--- src/rtl/pingpong_fill_scheduler_pkg.sv ---
// Shared types and defaults for the display ping-pong fill scheduler.
package pingpong_fill_scheduler_pkg;

  typedef enum logic [1:0] {
    ST_IDLE = 2'd0,
    ST_SEL  = 2'd1,
    ST_RD   = 2'd2,
    ST_WR   = 2'd3
  } fill_state_t;

  localparam logic BUF0 = 1'b0;
  localparam logic BUF1 = 1'b1;

  localparam int DEF_BUF_WORDS = 128;
  localparam int DEF_SM_WORDS  = 128;
  localparam int DEF_AW        = 7;

endpackage

--- src/rtl/pingpong_fill_scheduler_if.sv ---
// Display-side control and SM/buffer strobe bundle for the fill scheduler.
interface pingpong_fill_scheduler_if;

  logic cs_display;
  logic drain_done;
  logic re_sm;
  logic inc_addr_sm;
  logic reset_addr_sm;
  logic we0;
  logic we1;
  logic inc_addr0;
  logic inc_addr1;
  logic reset_addr0;
  logic reset_addr1;
  logic rd_buf;
  logic disp_valid;
  logic underrun;

  modport master (
    output cs_display, drain_done,
    input  re_sm, inc_addr_sm, reset_addr_sm, we0, we1, inc_addr0, inc_addr1,
           reset_addr0, reset_addr1, rd_buf, disp_valid, underrun
  );

  modport slave (
    input  cs_display, drain_done,
    output re_sm, inc_addr_sm, reset_addr_sm, we0, we1, inc_addr0, inc_addr1,
           reset_addr0, reset_addr1, rd_buf, disp_valid, underrun
  );

endinterface

--- src/rtl/pingpong_fill_scheduler_flags.sv ---
// Buffer full flags, display read pointer and underrun detection.
module pingpong_fill_scheduler_flags
  import pingpong_fill_scheduler_pkg::*;
(
  input  logic       clk,
  input  logic       rst_n,
  input  logic       drain_done,
  input  logic [1:0] set_full,
  output logic [1:0] full,
  output logic       rd_buf,
  output logic       disp_valid,
  output logic       underrun
);

  logic [1:0] full_next;
  logic       other;

  assign other      = ~rd_buf;
  assign disp_valid = full[rd_buf];

  // Drain clears the buffer being read; a completing fill sets its flag in the same cycle.
  always_comb begin
    full_next = full;
    if (drain_done && disp_valid) begin
      full_next[rd_buf] = 1'b0;
    end
    full_next = full_next | set_full;
  end

  // Flag/pointer registers; a fill finishing alongside the drain counts as ready, so no underrun.
  always_ff @(posedge clk or negedge rst_n) begin
    if (!rst_n) begin
      full     <= 2'b00;
      rd_buf   <= BUF0;
      underrun <= 1'b0;
    end else begin
      full     <= full_next;
      underrun <= 1'b0;
      if (drain_done) begin
        if (disp_valid) begin
          rd_buf   <= other;
          underrun <= ~(full[other] | set_full[other]);
        end else begin
          underrun <= 1'b1;
        end
      end
    end
  end

endmodule

--- src/rtl/pingpong_fill_scheduler.sv ---
// Ping-pong fill sequencer: copies SystemMemory words into whichever buffer the display is not reading.
module pingpong_fill_scheduler
  import pingpong_fill_scheduler_pkg::*;
#(
  parameter int BUF_WORDS = DEF_BUF_WORDS,
  parameter int SM_WORDS  = DEF_SM_WORDS,
  parameter int AW        = DEF_AW
) (
  input  logic                     clk,
  input  logic                     rst_n,
  pingpong_fill_scheduler_if.slave pp
);

  if (BUF_WORDS < 1 || SM_WORDS < 1 || BUF_WORDS > (1 << AW) || SM_WORDS > (1 << AW)) begin : g_param_err
    $error("pingpong_fill_scheduler: BUF_WORDS/SM_WORDS must be in 1..2**AW");
  end

  localparam logic [AW-1:0] BUF_LAST = AW'(BUF_WORDS - 1);
  localparam logic [AW-1:0] SM_LAST  = AW'(SM_WORDS - 1);

  fill_state_t   state, state_next;
  logic          tgt;
  logic [AW-1:0] word_cnt;
  logic [AW-1:0] sm_cnt;
  logic [1:0]    full;
  logic [1:0]    set_full;
  logic          rd_buf, disp_valid;
  logic          elig0, elig1, sel_valid, sel_buf, load_tgt;
  logic          re_sm, inc_addr_sm, reset_addr_sm;
  logic          we0, we1, inc_addr0, inc_addr1, reset_addr0, reset_addr1;

  pingpong_fill_scheduler_flags u_flags (
    .clk        (clk),
    .rst_n      (rst_n),
    .drain_done (pp.drain_done),
    .set_full   (set_full),
    .full       (full),
    .rd_buf     (rd_buf),
    .disp_valid (disp_valid),
    .underrun   (pp.underrun)
  );

  // The buffer on display is never refilled while it is valid.
  assign elig0 = !full[0] && !(rd_buf == BUF0 && disp_valid);
  assign elig1 = !full[1] && !(rd_buf == BUF1 && disp_valid);

  // Next-state and Moore strobe decode; Buffer0 wins when both are eligible.
  always_comb begin
    state_next    = state;
    sel_valid     = 1'b0;
    sel_buf       = BUF0;
    load_tgt      = 1'b0;
    set_full      = 2'b00;
    re_sm         = 1'b0;
    inc_addr_sm   = 1'b0;
    reset_addr_sm = 1'b0;
    we0           = 1'b0;
    we1           = 1'b0;
    inc_addr0     = 1'b0;
    inc_addr1     = 1'b0;
    reset_addr0   = 1'b0;
    reset_addr1   = 1'b0;
    if (elig0) begin
      sel_valid = 1'b1;
      sel_buf   = BUF0;
    end else if (elig1) begin
      sel_valid = 1'b1;
      sel_buf   = BUF1;
    end
    case (state)
      ST_IDLE: begin
        if (pp.cs_display) state_next = ST_SEL;
      end
      ST_SEL: begin
        if (!pp.cs_display) begin
          state_next = ST_IDLE;
        end else if (sel_valid) begin
          load_tgt    = 1'b1;
          reset_addr0 = (sel_buf == BUF0);
          reset_addr1 = (sel_buf == BUF1);
          state_next  = ST_RD;
        end
      end
      ST_RD: begin
        re_sm      = 1'b1;
        state_next = ST_WR;
      end
      ST_WR: begin
        we0       = (tgt == BUF0);
        we1       = (tgt == BUF1);
        inc_addr0 = (tgt == BUF0);
        inc_addr1 = (tgt == BUF1);
        if (sm_cnt == SM_LAST) reset_addr_sm = 1'b1;
        else                   inc_addr_sm   = 1'b1;
        if (word_cnt == BUF_LAST) begin
          set_full[tgt] = 1'b1;
          state_next    = pp.cs_display ? ST_SEL : ST_IDLE;
        end else begin
          state_next    = pp.cs_display ? ST_RD : ST_IDLE;
        end
      end
      default: state_next = ST_IDLE;
    endcase
  end

  // State, fill target and word/SM counters; a new target always restarts at word 0.
  always_ff @(posedge clk or negedge rst_n) begin
    if (!rst_n) begin
      state    <= ST_IDLE;
      tgt      <= BUF0;
      word_cnt <= '0;
      sm_cnt   <= '0;
    end else begin
      state <= state_next;
      if (load_tgt) begin
        tgt      <= sel_buf;
        word_cnt <= '0;
      end else if (state == ST_WR) begin
        word_cnt <= word_cnt + AW'(1);
        sm_cnt   <= (sm_cnt == SM_LAST) ? '0 : sm_cnt + AW'(1);
      end
    end
  end

  assign pp.re_sm         = re_sm;
  assign pp.inc_addr_sm   = inc_addr_sm;
  assign pp.reset_addr_sm = reset_addr_sm;
  assign pp.we0           = we0;
  assign pp.we1           = we1;
  assign pp.inc_addr0     = inc_addr0;
  assign pp.inc_addr1     = inc_addr1;
  assign pp.reset_addr0   = reset_addr0;
  assign pp.reset_addr1   = reset_addr1;
  assign pp.rd_buf        = rd_buf;
  assign pp.disp_valid    = disp_valid;

endmodule
--- src/flat_wrapper.sv ---
// flat-port wrapper written by rule: the top's interface ports become plain ports
module pingpong_fill_scheduler_flat import pingpong_fill_scheduler_pkg::*;
#(
  parameter int BUF_WORDS = DEF_BUF_WORDS,
  parameter int SM_WORDS  = DEF_SM_WORDS,
  parameter int AW        = DEF_AW
)
  (clk, rst_n, pp_cs_display, pp_drain_done, pp_re_sm, pp_inc_addr_sm, pp_reset_addr_sm, pp_we0, pp_we1, pp_inc_addr0, pp_inc_addr1, pp_reset_addr0, pp_reset_addr1, pp_rd_buf, pp_disp_valid, pp_underrun);
  pingpong_fill_scheduler_if pp_i ();
  input  logic clk;
  input  logic rst_n;
  input wire logic [$bits(pp_i.cs_display)-1:0] pp_cs_display;
  input wire logic [$bits(pp_i.drain_done)-1:0] pp_drain_done;
  output wire logic [$bits(pp_i.re_sm)-1:0] pp_re_sm;
  output wire logic [$bits(pp_i.inc_addr_sm)-1:0] pp_inc_addr_sm;
  output wire logic [$bits(pp_i.reset_addr_sm)-1:0] pp_reset_addr_sm;
  output wire logic [$bits(pp_i.we0)-1:0] pp_we0;
  output wire logic [$bits(pp_i.we1)-1:0] pp_we1;
  output wire logic [$bits(pp_i.inc_addr0)-1:0] pp_inc_addr0;
  output wire logic [$bits(pp_i.inc_addr1)-1:0] pp_inc_addr1;
  output wire logic [$bits(pp_i.reset_addr0)-1:0] pp_reset_addr0;
  output wire logic [$bits(pp_i.reset_addr1)-1:0] pp_reset_addr1;
  output wire logic [$bits(pp_i.rd_buf)-1:0] pp_rd_buf;
  output wire logic [$bits(pp_i.disp_valid)-1:0] pp_disp_valid;
  output wire logic [$bits(pp_i.underrun)-1:0] pp_underrun;
  assign pp_i.cs_display = pp_cs_display;
  assign pp_i.drain_done = pp_drain_done;
  assign pp_re_sm = pp_i.re_sm;
  assign pp_inc_addr_sm = pp_i.inc_addr_sm;
  assign pp_reset_addr_sm = pp_i.reset_addr_sm;
  assign pp_we0 = pp_i.we0;
  assign pp_we1 = pp_i.we1;
  assign pp_inc_addr0 = pp_i.inc_addr0;
  assign pp_inc_addr1 = pp_i.inc_addr1;
  assign pp_reset_addr0 = pp_i.reset_addr0;
  assign pp_reset_addr1 = pp_i.reset_addr1;
  assign pp_rd_buf = pp_i.rd_buf;
  assign pp_disp_valid = pp_i.disp_valid;
  assign pp_underrun = pp_i.underrun;
  pingpong_fill_scheduler #(.BUF_WORDS(BUF_WORDS), .SM_WORDS(SM_WORDS), .AW(AW)) u_core (.clk(clk), .rst_n(rst_n), .pp(pp_i));
endmodule
--- config.mk ---
export PLATFORM = sky130hd
export DESIGN_NAME = pingpong_fill_scheduler_flat
export DESIGN_NICKNAME = d
export VERILOG_FILES = /design/src/rtl/pingpong_fill_scheduler_pkg.sv /design/src/rtl/pingpong_fill_scheduler_if.sv /design/src/rtl/pingpong_fill_scheduler_flags.sv /design/src/rtl/pingpong_fill_scheduler.sv /design/src/flat_wrapper.sv
export SDC_FILE = /design/constraint.sdc
export NUM_CORES = 1
export LEC_CHECK = 0
export CORE_MARGIN = 1.5
export CORE_UTILIZATION = 56
export CTS_CLUSTER_SIZE = 16
export DETAILED_ROUTE_END_ITERATION = 8
export GPL_TIMING_DRIVEN = 0
export PLACE_DENSITY = 0.91
export SLEW_MARGIN = 0
export SYNTH_ARGS = -nofsm -noshare
export SYNTH_HDL_FRONTEND = slang
export SYNTH_SLANG_ARGS = --single-unit
--- constraint.sdc ---
create_clock -name clk -period 2.4 [get_ports clk]
set_input_delay 0.48 -clock clk [delete_from_list [all_inputs] [get_ports clk]]
set_output_delay 0.48 -clock clk [all_outputs]
set_load 0.005 [all_outputs]
======== Word level (Yosys, flattened, before mapping) ========
Index checks and enable logic that the tools add are counted.
cells by class
  add/subtract/negate cells ............... 2
  $lt $le $gt $ge ......................... 5
  equality and inequality tests ........... 7
  muxes and demuxes ....................... 44
  bitwise gates (word level) .............. 9
  reductions and logical operators ........ 16
operators with widths
  cell                 number
  $mux 1               30
  $mux 7               3
  $mux 2               8
  $add 7x1->7 const B  2
  $eq 7x7->1 const B   2
  $pmux 2 s4           1
  $logic_and 1x1->1    7
  $lt 1x2->1 const B   3
  $reduce_and 2->1     3
  $not 1->1            5
  $eq 2x2->1 const B   2
  $logic_not 1->1      4
  $ne 3x2->1 const B   1
  $and 2x2->2          1
  $demux 1 s1          2
  $eq 2x1->1 const B   1
  $ge 1x1->1 const B   2
  $logic_not 2->1      1
  $ne 2x2->1 const B   1
  $not 2->2            1
  $or 2x2->2           1
  $reduce_bool 2->1    1
  $or 1x1->1           1
storage, ports and cells
  register bits ........................... 21
  input bits .............................. 4
  output and inout port bits .............. 12
  logic and storage cells ................. 90

======== Depth between registers and ports, before layout ========
Gate-level depths: netlist of the first run.
  depth in word-level cells ............... 12
  gate-level depth with buffers ........... 4
  mapped depth without buffers ............ 4

======== Modules after synthesis ========
A second synthesis of the first run with hierarchy kept.
second synthesis, totals
  cells, all modules ...................... 115
  area total of the unflattened synthesis .. 1094.8 um^2
by module, submodules not included
  module                         times used  cells an instance  area each (um^2)  sequential area each (um^2)
  pingpong_fill_scheduler        1           100                924.6             425.4
  pingpong_fill_scheduler_flags  1           15                 170.2             100.1

======== Worst setup path before layout of the first run ========
OpenSTA, ideal clock, no wires.
  path type ............................... flip-flop to output port
  start ................................... register u_core.sm_cnt[0]
  end ..................................... output pp_reset_addr_sm
  arrival ................................. 0.962 ns
  data required time ...................... 1.920 ns
  path slack .............................. 0.958 ns
  stages on the path, launching flop included .. 4
  buffers on the path ..................... 0
  path through ............................ dfrtp_1 > ha_1 > nand3_1 > nor3_1
on the way
  word-level cells in the longest chain between the ends .. 3
ends and longest elaborated chain
  element                   line                            RTL
  start: declaration        pingpong_fill_scheduler.sv:24   logic [AW-1:0] sm_cnt;
  start signal: assignment  pingpong_fill_scheduler.sv:120  sm_cnt <= (sm_cnt == SM_LAST) ? '0 : sm_cnt + AW'(1);
  $eq 7x7->1                pingpong_fill_scheduler.sv:93   if (sm_cnt == SM_LAST) reset_addr_sm = 1'b1;
  $mux 1                    pingpong_fill_scheduler.sv:93
  $mux 1                    pingpong_fill_scheduler.sv:70   case (state)
  end: declaration          flat_wrapper.sv:16              output wire logic [$bits(pp_i.reset_addr_sm)-1:0] pp_reset_addr_sm;
Every way passes these cells.

======== Worst setup path in the final report of the first run ========
  start ................................... register u_core.state[1]
  end ..................................... output pp_we0
on the way
  word-level cells in the longest chain between the ends .. 2
ends and longest elaborated chain
  element                   line                            RTL
  start: declaration        pingpong_fill_scheduler.sv:21   fill_state_t state, state_next;
  start signal: assignment  pingpong_fill_scheduler.sv:114  state <= state_next;
  $eq 2x2->1                pingpong_fill_scheduler.sv:70
  $mux 1                    pingpong_fill_scheduler.sv:70
  end: declaration          flat_wrapper.sv:17              output wire logic [$bits(pp_i.we0)-1:0] pp_we0;
Every way passes these cells.

==> qor.tcl, run 1 <==
set qor(outcome) {finished clean}
set qor(post-synth-top-count-cell) {dfrtp_1}
set qor(route.antenna.remaining_nets) 0
set qor(synth_largest_type_area_fraction_pct) 49.0
set qor(drive_above_1_share_pct) 18.4
set qor(post_synth_most_frequent_cells) {21 x dfrtp_1, 15 x nand2_1, 10 x a21oi_1, 10 x o21ai_0, 8 x nor2_1}
set qor(pwr_density_cell_mw_per_mm2) 938
set qor(layout.filler_cells) 136
set qor(post_synth_inst_count) 114
set qor(gpl.final_weighted_congestion) 0.870
set qor(timing.final.setup_violations) 0
set qor(hold_buffers) 0
set qor(dpl-instance-area_mm2) 0.00125
set qor(numCtsBuffers) 3
set qor(die_h_um) 46.8
set qor(yosys.cell_types.count) 29
set qor(tritoncts) {done}
set qor(period_needed_ns) 2.30
set qor(grt_usage_pct) 23.3
set qor(cp.required_ns) 1.92
set qor(ioPinCount) 16
set qor(hold_class) {flip-flop to flip-flop}
set qor(report.final.hold_viol_count) 0
set qor(grt_first_pass_wirelength_um) 3630
set qor(globalRouteOverflowTotal) 0
set qor(ys_seq_area_share_pct) 49.0
set qor(post-dp-hpwl_um) 1620
set qor(fin_setup_tns_ns) 0
set qor(io_buffer_count) 15
set qor(core_mm2) 0.00176
set qor(synth_top_cells_by_area) {dfrtp_1 49%, nand2_1 5.3%, a21oi_1 4.7%, o21ai_0 4.7%, or3_1 3.5%}
set qor(worstMarginPinSlew_ns) 0.970
set qor(drt_first_iter_violations) 18
set qor(fin_skew_ns) 0.00671
set qor(timing_worst_setup_path_type) {flip-flop to output port}
set qor(detail_route.drc_violations) 0
set qor(grt_antenna_before_repair) 0
set qor(synth.largest_area_cell) {dfrtp_1}
set qor(synthArstFlopShare_pct) 100
set qor(synthToLayoutAreaGrowth_pct) 27.1
set qor(fp.dieW_um) 46.8
set qor(rsz0062_at_grt) {false}
set qor(detail_route.first_pass.iterations) 4
set qor(critPathLaunchType) {flip-flop}
set qor(cts_num_sinks) 21
set qor(worstPathArrival_ns) 1.82
set qor(starting_density_pct) 60.8
set qor(slew-limit-headroom_pct) 35.1
set qor(synthesis.nets) 120
set qor(clkTransAtPathRegs_ns) 0.11
set qor(detailroute.via_count) 956
set qor(critical_path_fanout_max) 10
set qor(end_kind) {output port}
set qor(via_count_of_the_first_global_routing_pass) 875
set qor(cts-root-to-sink-buffers) 2
set qor(grtUsageMet3_pct) 4.23
set qor(synth.yosys.warnings) 0
set qor(postSynthAreaPerCell_um2) 9.41
set qor(insertion_delay_to_the_later_sink_of_the_worst_skew_pair_ns) 0.29
set qor(slew_violations) 0
set qor(cts_max_level) 1
set qor(die_area_mm2) 0.00219
set qor(finalHoldWorstSlack_ns) 0.519
set qor(finalCoreUtilization_pct) 77.2
set qor(cts_root_buffer) {clkbuf_4}
set qor(achievable-frequency_ghz) 0.435
set qor(static-leakage-power_nw) 0.601
set qor(maxCapViolations) 0
set qor(mappedNetlistArea_mm2) 0.00107
set qor(use_met2_pct) 39.2
set qor(floorplan_row_count) 15
set qor(power_mw) 1.28
set qor(grt-busiest-layer) {met2}
set qor(synth-seq-cells) 21
set qor(design.final.nets) 148
set qor(layout_worst_path_cycle_share_pct) 95.9
set qor(synth_enable_flop_cells) 0
set qor(groute.layer.met1.usage_pct) 29.3
set qor(final_design_area_no_fill_mm2) 0.00136
set qor(antenna_cells_inserted) 0
set qor(avgRoutedWirePerCell_um) 14.5
set qor(via_cell_ratio) 5.76
set qor(worst_ir_drop_on_vdd_v) 0.000647
set qor(synth_ff_type) {dfrtp_1}
set qor(grt_start_max_net_pins) 22
set qor(wirelength_um) 2400
==> timing repair <==
item	4_1_cts	5_1_grt
endpoints found under the setup margin	1	5
setup buffers	6	2
cloned	0	0
resized for setup	1	7
pin swaps	1	3
==> cell usage in the layout (no fill, tap or decap), drive strengths merged <==
master         instances
o32ai                  1
nand3b                 2
buf                   12
xnor2                  4
and3                   1
clkinv                 1
nand2                 15
o21ai                 10
or3                    6
xor2                   1
o22a                   1
inv                    4
nand2b                 1
nor3                   4
nor2b                  2
dfrtp                 21
nand3                  4
and2                   1
o21ba                  1
a31oi                  1
clkdlybuf4s50         13
or2                    1
clkbuf                 3
a21oi                 11
ha                     2
dlymetal6s2s           2
nand4                  6
a22o                   1
nor2                   8
a311o                  1
==> cells by family (layout without fill, tap and decap cells) <==
logic type               count (synthesis)  count (layout)  share of synthesized area [%]
flip-flops                              21              21                           49.0
AO/OA/AOI/OAI                           27              27                           15.1
AND/OR/NAND/NOR                         51              51                           25.3
adder cells (fa/ha/maj)                  2               2                           2.33
buffers and inverters                    8              35                           4.20
XOR/XNOR                                 5               5                           4.08
==> cell type report <==
class | count | area (µm²) | area share (%)
clock inverter | 1 | 5.00 | 0.367
multi-input combinational | 85 | 518 | 38.0
tap | 25 | 31.3 | 2.30
sequential | 21 | 526 | 38.6
timing repair buffer | 23 | 215 | 15.8
clock buffer | 3 | 22.5 | 1.65
buffer | 4 | 30.0 | 2.20
inverter | 4 | 15.0 | 1.10
==> per-stage QoR <==
step / setup WS [ns] / std cells
global route: 0.0118 / 166
detailed placement: 0.0106 / 154
CTS: 0.00610 / 164
finish: 0.0993 / 166
floorplan: 0.958 / 114
global placement: 0.0225 / 154
==> worst max-delay path, cell delays in order, from the launching register on <==
cell	delay (ns)
dfrtp_1	0.41
buf_4	0.19
nand2_1	0.17
nor2_2	0.14
buf_4	0.12
clkdlybuf4s50_1	0.49
==> sequential cells by signal, summed over array words and instances, names as in the netlist <==
| register | count |
|---|---|
| u_core.tgt | 1 |
| u_core.state | 2 |
| u_core.u_flags.rd_buf | 1 |
| u_core.u_flags.underrun | 1 |
| u_core.word_cnt | 7 |
| u_core.u_flags.full | 2 |
| u_core.sm_cnt | 7 |
==> worst paths after layout <==
path	slack (ns)	cells past startpoint	endpoint	from
worst max-delay path	0.1	5	pp_we0	u_core.state[1]$_DFFE_PN0P_
worst min-delay path	0.52	1	u_core.sm_cnt[4]$_DFFE_PN0P_	u_core.sm_cnt[4]$_DFFE_PN0P_
worst max register to register	0.66	10	u_core.sm_cnt[3]$_DFFE_PN0P_	u_core.sm_cnt[1]$_DFFE_PN0P_
worst min register to register	0.52	1	u_core.sm_cnt[4]$_DFFE_PN0P_	u_core.sm_cnt[4]$_DFFE_PN0P_
max in group asynchronous	1.10	1	u_core.word_cnt[0]$_DFFE_PN0P_	rst_n
min in group asynchronous	0.71	1	u_core.state[0]$_DFFE_PN0P_	rst_n
==> report_power, final <==
part	switching, mW	leakage [nW]	internal [mW]	total [mW]
combinational	0.257	0.314	0.273	0.530
sequential	0.120	0.269	0.460	0.580
clock	0.105	0.0177	0.0619	0.167
==> per-layer routing <==
metal | vias up | wire length, µm
met1 | 476 | 1020
met4 | 0 | 66
met2 | 15 | 1250
met3 | 6 | 67
li1 | 459 | -
met5 | - | 0
No activity file was read; power rests on OpenSTA's default activity.
==> run 2, diff against run 1 <==
--- a/config.mk
+++ b/config.mk
@@ -11,7 +11,6 @@
 export DETAILED_ROUTE_END_ITERATION = 8
 export GPL_TIMING_DRIVEN = 0
 export PLACE_DENSITY = 0.91
-export SLEW_MARGIN = 0
 export SYNTH_ARGS = -nofsm -noshare
 export SYNTH_HDL_FRONTEND = slang
 export SYNTH_SLANG_ARGS = --single-unit
==> results of run 2 <==
Final layout, timing and power as in run 1 (identical DEF).
==> run 3, diff against run 2 <==
--- a/config.mk
+++ b/config.mk
@@ -10,6 +10,7 @@
 export CTS_CLUSTER_SIZE = 16
 export DETAILED_ROUTE_END_ITERATION = 8
 export GPL_TIMING_DRIVEN = 0
+export MAX_ROUTING_LAYER = met4
 export PLACE_DENSITY = 0.91
 export SYNTH_ARGS = -nofsm -noshare
 export SYNTH_HDL_FRONTEND = slang
==> run 3 against run 2 <==
Critical path depth stayed put. Fmax hardly changed. Largest cell class unchanged. Cell count stayed put. Non-clock buffer count stayed put. First-iteration DRC count is 22% higher. Via count is 0.84% lower. Die area stayed put. Clock-buffer cell count stayed put. Clock power hardly changed. Worst hold slack hardly changed. Design area stayed put. Setup slack better by 0.0022 ns.
==> qor.tcl, run 3 (synthesis results as in run 1) <==
set qor(grt_antenna_before_repair) 0 ;# unchanged
set qor(clkTransAtPathRegs_ns) 0.11 ;# about the same
set qor(critical_path_fanout_max) 10 ;# unchanged
set qor(grt_usage_pct) 24.1 ;# +0.77 points
set qor(fin_skew_ns) 0.00703 ;# +0.000324 ns
set qor(io_buffer_count) 15 ;# unchanged
set qor(drive_above_1_share_pct) 18.4 ;# unchanged
set qor(grt_start_max_net_pins) 22 ;# unchanged
set qor(via_cell_ratio) 5.71 ;# -0.84%
set qor(numCtsBuffers) 3 ;# unchanged
set qor(worst_ir_drop_on_vdd_v) 0.000648 ;# +0.22%
set qor(globalRouteOverflowTotal) 0 ;# unchanged
set qor(timing.final.setup_violations) 0 ;# unchanged
set qor(fin_setup_tns_ns) 0 ;# unchanged
set qor(mostFrequentLayoutCell) {dfrtp_1}
set qor(end_kind) {output port}
set qor(gpl.final_weighted_congestion) 0.885 ;# +1.6%
set qor(power_mw) 1.28 ;# about the same
set qor(setup_slack_of_the_critical_path_after_layout_ns) 0.102 ;# +0.00222 ns
set qor(core_mm2) 0.00176 ;# unchanged
set qor(maxCapViolations) 0 ;# unchanged
set qor(wirelength_um) 2400 ;# unchanged
set qor(slew-limit-headroom_pct) 35.6 ;# +0.49 points
set qor(grt_first_pass_wirelength_um) 3640 ;# +0.19%
set qor(layout_worst_path_cycle_share_pct) 95.8 ;# about the same
set qor(detail_route.first_pass.iterations) 4 ;# unchanged
set qor(tritoncts) {done}
set qor(insertion_delay_to_the_later_sink_of_the_worst_skew_pair_ns) 0.29 ;# about the same
set qor(detail_route.drc_violations) 0 ;# unchanged
set qor(worstPathArrival_ns) 1.82 ;# about the same
set qor(synthToLayoutAreaGrowth_pct) 27.1 ;# unchanged
set qor(drt_first_iter_violations) 22 ;# +4
set qor(critPathLaunchType) {flip-flop}
set qor(design.final.nets) 148 ;# unchanged
set qor(rsz0062_at_grt) {false}
set qor(finalNonFillerCells) 166 ;# unchanged
set qor(period_needed_ns) 2.30 ;# -0.00222 ns
set qor(avgRoutedWirePerCell_um) 14.5 ;# unchanged
set qor(static-leakage-power_nw) 0.601 ;# unchanged
set qor(fp.dieW_um) 46.8 ;# unchanged
set qor(ioPinCount) 16 ;# unchanged
set qor(hold_buffers) 0 ;# unchanged
set qor(antenna_cells_inserted) 0 ;# unchanged
set qor(cts_root_buffer) {clkbuf_4}
set qor(cts_max_level) 1 ;# unchanged
set qor(cp.required_ns) 1.92 ;# about the same
set qor(worstMarginPinSlew_ns) 0.962 ;# -0.00739 ns
set qor(route.antenna.remaining_nets) 0 ;# unchanged
set qor(detailroute.via_count) 948 ;# -0.84%
set qor(layout_top_registers) {u_core.sm_cnt x7, u_core.word_cnt x7}
set qor(worst_path_max_delay_cell) {clkdlybuf4s50_1}
set qor(via_count_of_the_first_global_routing_pass) 873 ;# -0.23%
set qor(die_h_um) 46.8 ;# unchanged
set qor(floorplan_row_count) 15 ;# unchanged
set qor(starting_density_pct) 60.8 ;# unchanged
set qor(outcome) {finished clean}
set qor(pwr_density_cell_mw_per_mm2) 938 ;# about the same
set qor(hold_class) {flip-flop to flip-flop}
set qor(achievable-frequency_ghz) 0.435 ;# about the same
set qor(report.final.hold_viol_count) 0 ;# unchanged
set qor(critical-path-max-stage-delay_ns) 0.49 ;# about the same
set qor(timing.critical_path.cells) {buf_4, nand2_1, nor2_2, buf_4, clkdlybuf4s50_1}
set qor(dpl_worst_slack_ns) 0.0106 ;# unchanged
set qor(cts_num_sinks) 21 ;# unchanged
set qor(post-dp-hpwl_um) 1620 ;# unchanged
set qor(finalCoreUtilization_pct) 77.2 ;# unchanged
set qor(critical_path.most_common_cell) {buf_4}
set qor(numPlacedInstances) 154 ;# unchanged
set qor(die_area_mm2) 0.00219 ;# unchanged
set qor(slew_violations) 0 ;# unchanged
set qor(mostFrequentLayoutCells) {21 x dfrtp_1, 15 x nand2_1, 13 x clkdlybuf4s50_1}
set qor(layout.filler_cells) 136 ;# unchanged
set qor(timing_worst_setup_path_type) {flip-flop to output port}
set qor(cts-root-to-sink-buffers) 2 ;# unchanged
run 3: cell counts in the layout (fill, tap and decap cells not counted):
Identical to the previous run, type by type.
run 3: repair_timing:
item	in CTS	in global routing
buffers inserted	6	2
setup endpoints to repair	1	5
gates cloned	0	0
pin swaps	1	3
resized for setup	1	7
run 3: final timing paths:
| check | startpoint | end | slack [ns] | cells after the start |
|---|---|---|---|---|
| max | u_core.state[1]$_DFFE_PN0P_ | pp_we0 | 0.10 | 5 |
| min | u_core.sm_cnt[4]$_DFFE_PN0P_ | u_core.sm_cnt[4]$_DFFE_PN0P_ | 0.52 | 1 |
| max reg2reg | u_core.sm_cnt[1]$_DFFE_PN0P_ | u_core.sm_cnt[3]$_DFFE_PN0P_ | 0.65 | 10 |
| min reg2reg | u_core.sm_cnt[4]$_DFFE_PN0P_ | u_core.sm_cnt[4]$_DFFE_PN0P_ | 0.52 | 1 |
| max in group asynchronous | rst_n | u_core.word_cnt[0]$_DFFE_PN0P_ | 1.11 | 1 |
| min in group asynchronous | rst_n | u_core.state[0]$_DFFE_PN0P_ | 0.70 | 1 |
run 3: report_power, final:
| group | total [mW] | internal, mW | switching (mW) |
|---|---|---|---|
| registers | 0.582 | 0.460 | 0.121 |
| logic | 0.530 | 0.273 | 0.256 |
| clock network | 0.167 | 0.0619 | 0.105 |
run 3: routing by layer:
metal | track usage (%) | part of all wire (%) | vias to the layer above
li1 | - | - | 459
met2 | 39.2 | 53 | 22
met4 | 10.0 | 1.1 | 0
met3 | 4.23 | 3.7 | 4
met1 | 29.3 | 42 | 463
met5 | - | 0 | -
run 3: worst max-delay path, delay by kind of cell (launching register included):
| family | cells | cell delay (ns) |
|---|---|---|
| flip-flops | 1 | 0.41 |
| buffers and inverters | 3 | 0.80 |
| AND/OR/NAND/NOR | 2 | 0.31 |
run 3: cell type report:
| type | count | area, µm² | share of cell area (%) |
|---|---|---|---|
| tap | 25 | 31.3 | 2.30 |
| sequential | 21 | 526 | 38.6 |
| inverter | 4 | 15.0 | 1.10 |
| clock inverter | 1 | 5.00 | 0.367 |
| timing repair buffer | 23 | 215 | 15.8 |
| buffer | 4 | 30.0 | 2.20 |
| clock buffer | 3 | 22.5 | 1.65 |
| multi-input combinational | 85 | 518 | 38.0 |
run 3: through the flow:
step	hold slack, ns	area [µm²]
floorplan	0.184	1070
finish	0.519	1360
detailed placement	0.503	1250
CTS	0.525	1330
global route	0.549	1360
global placement	0.491	1250
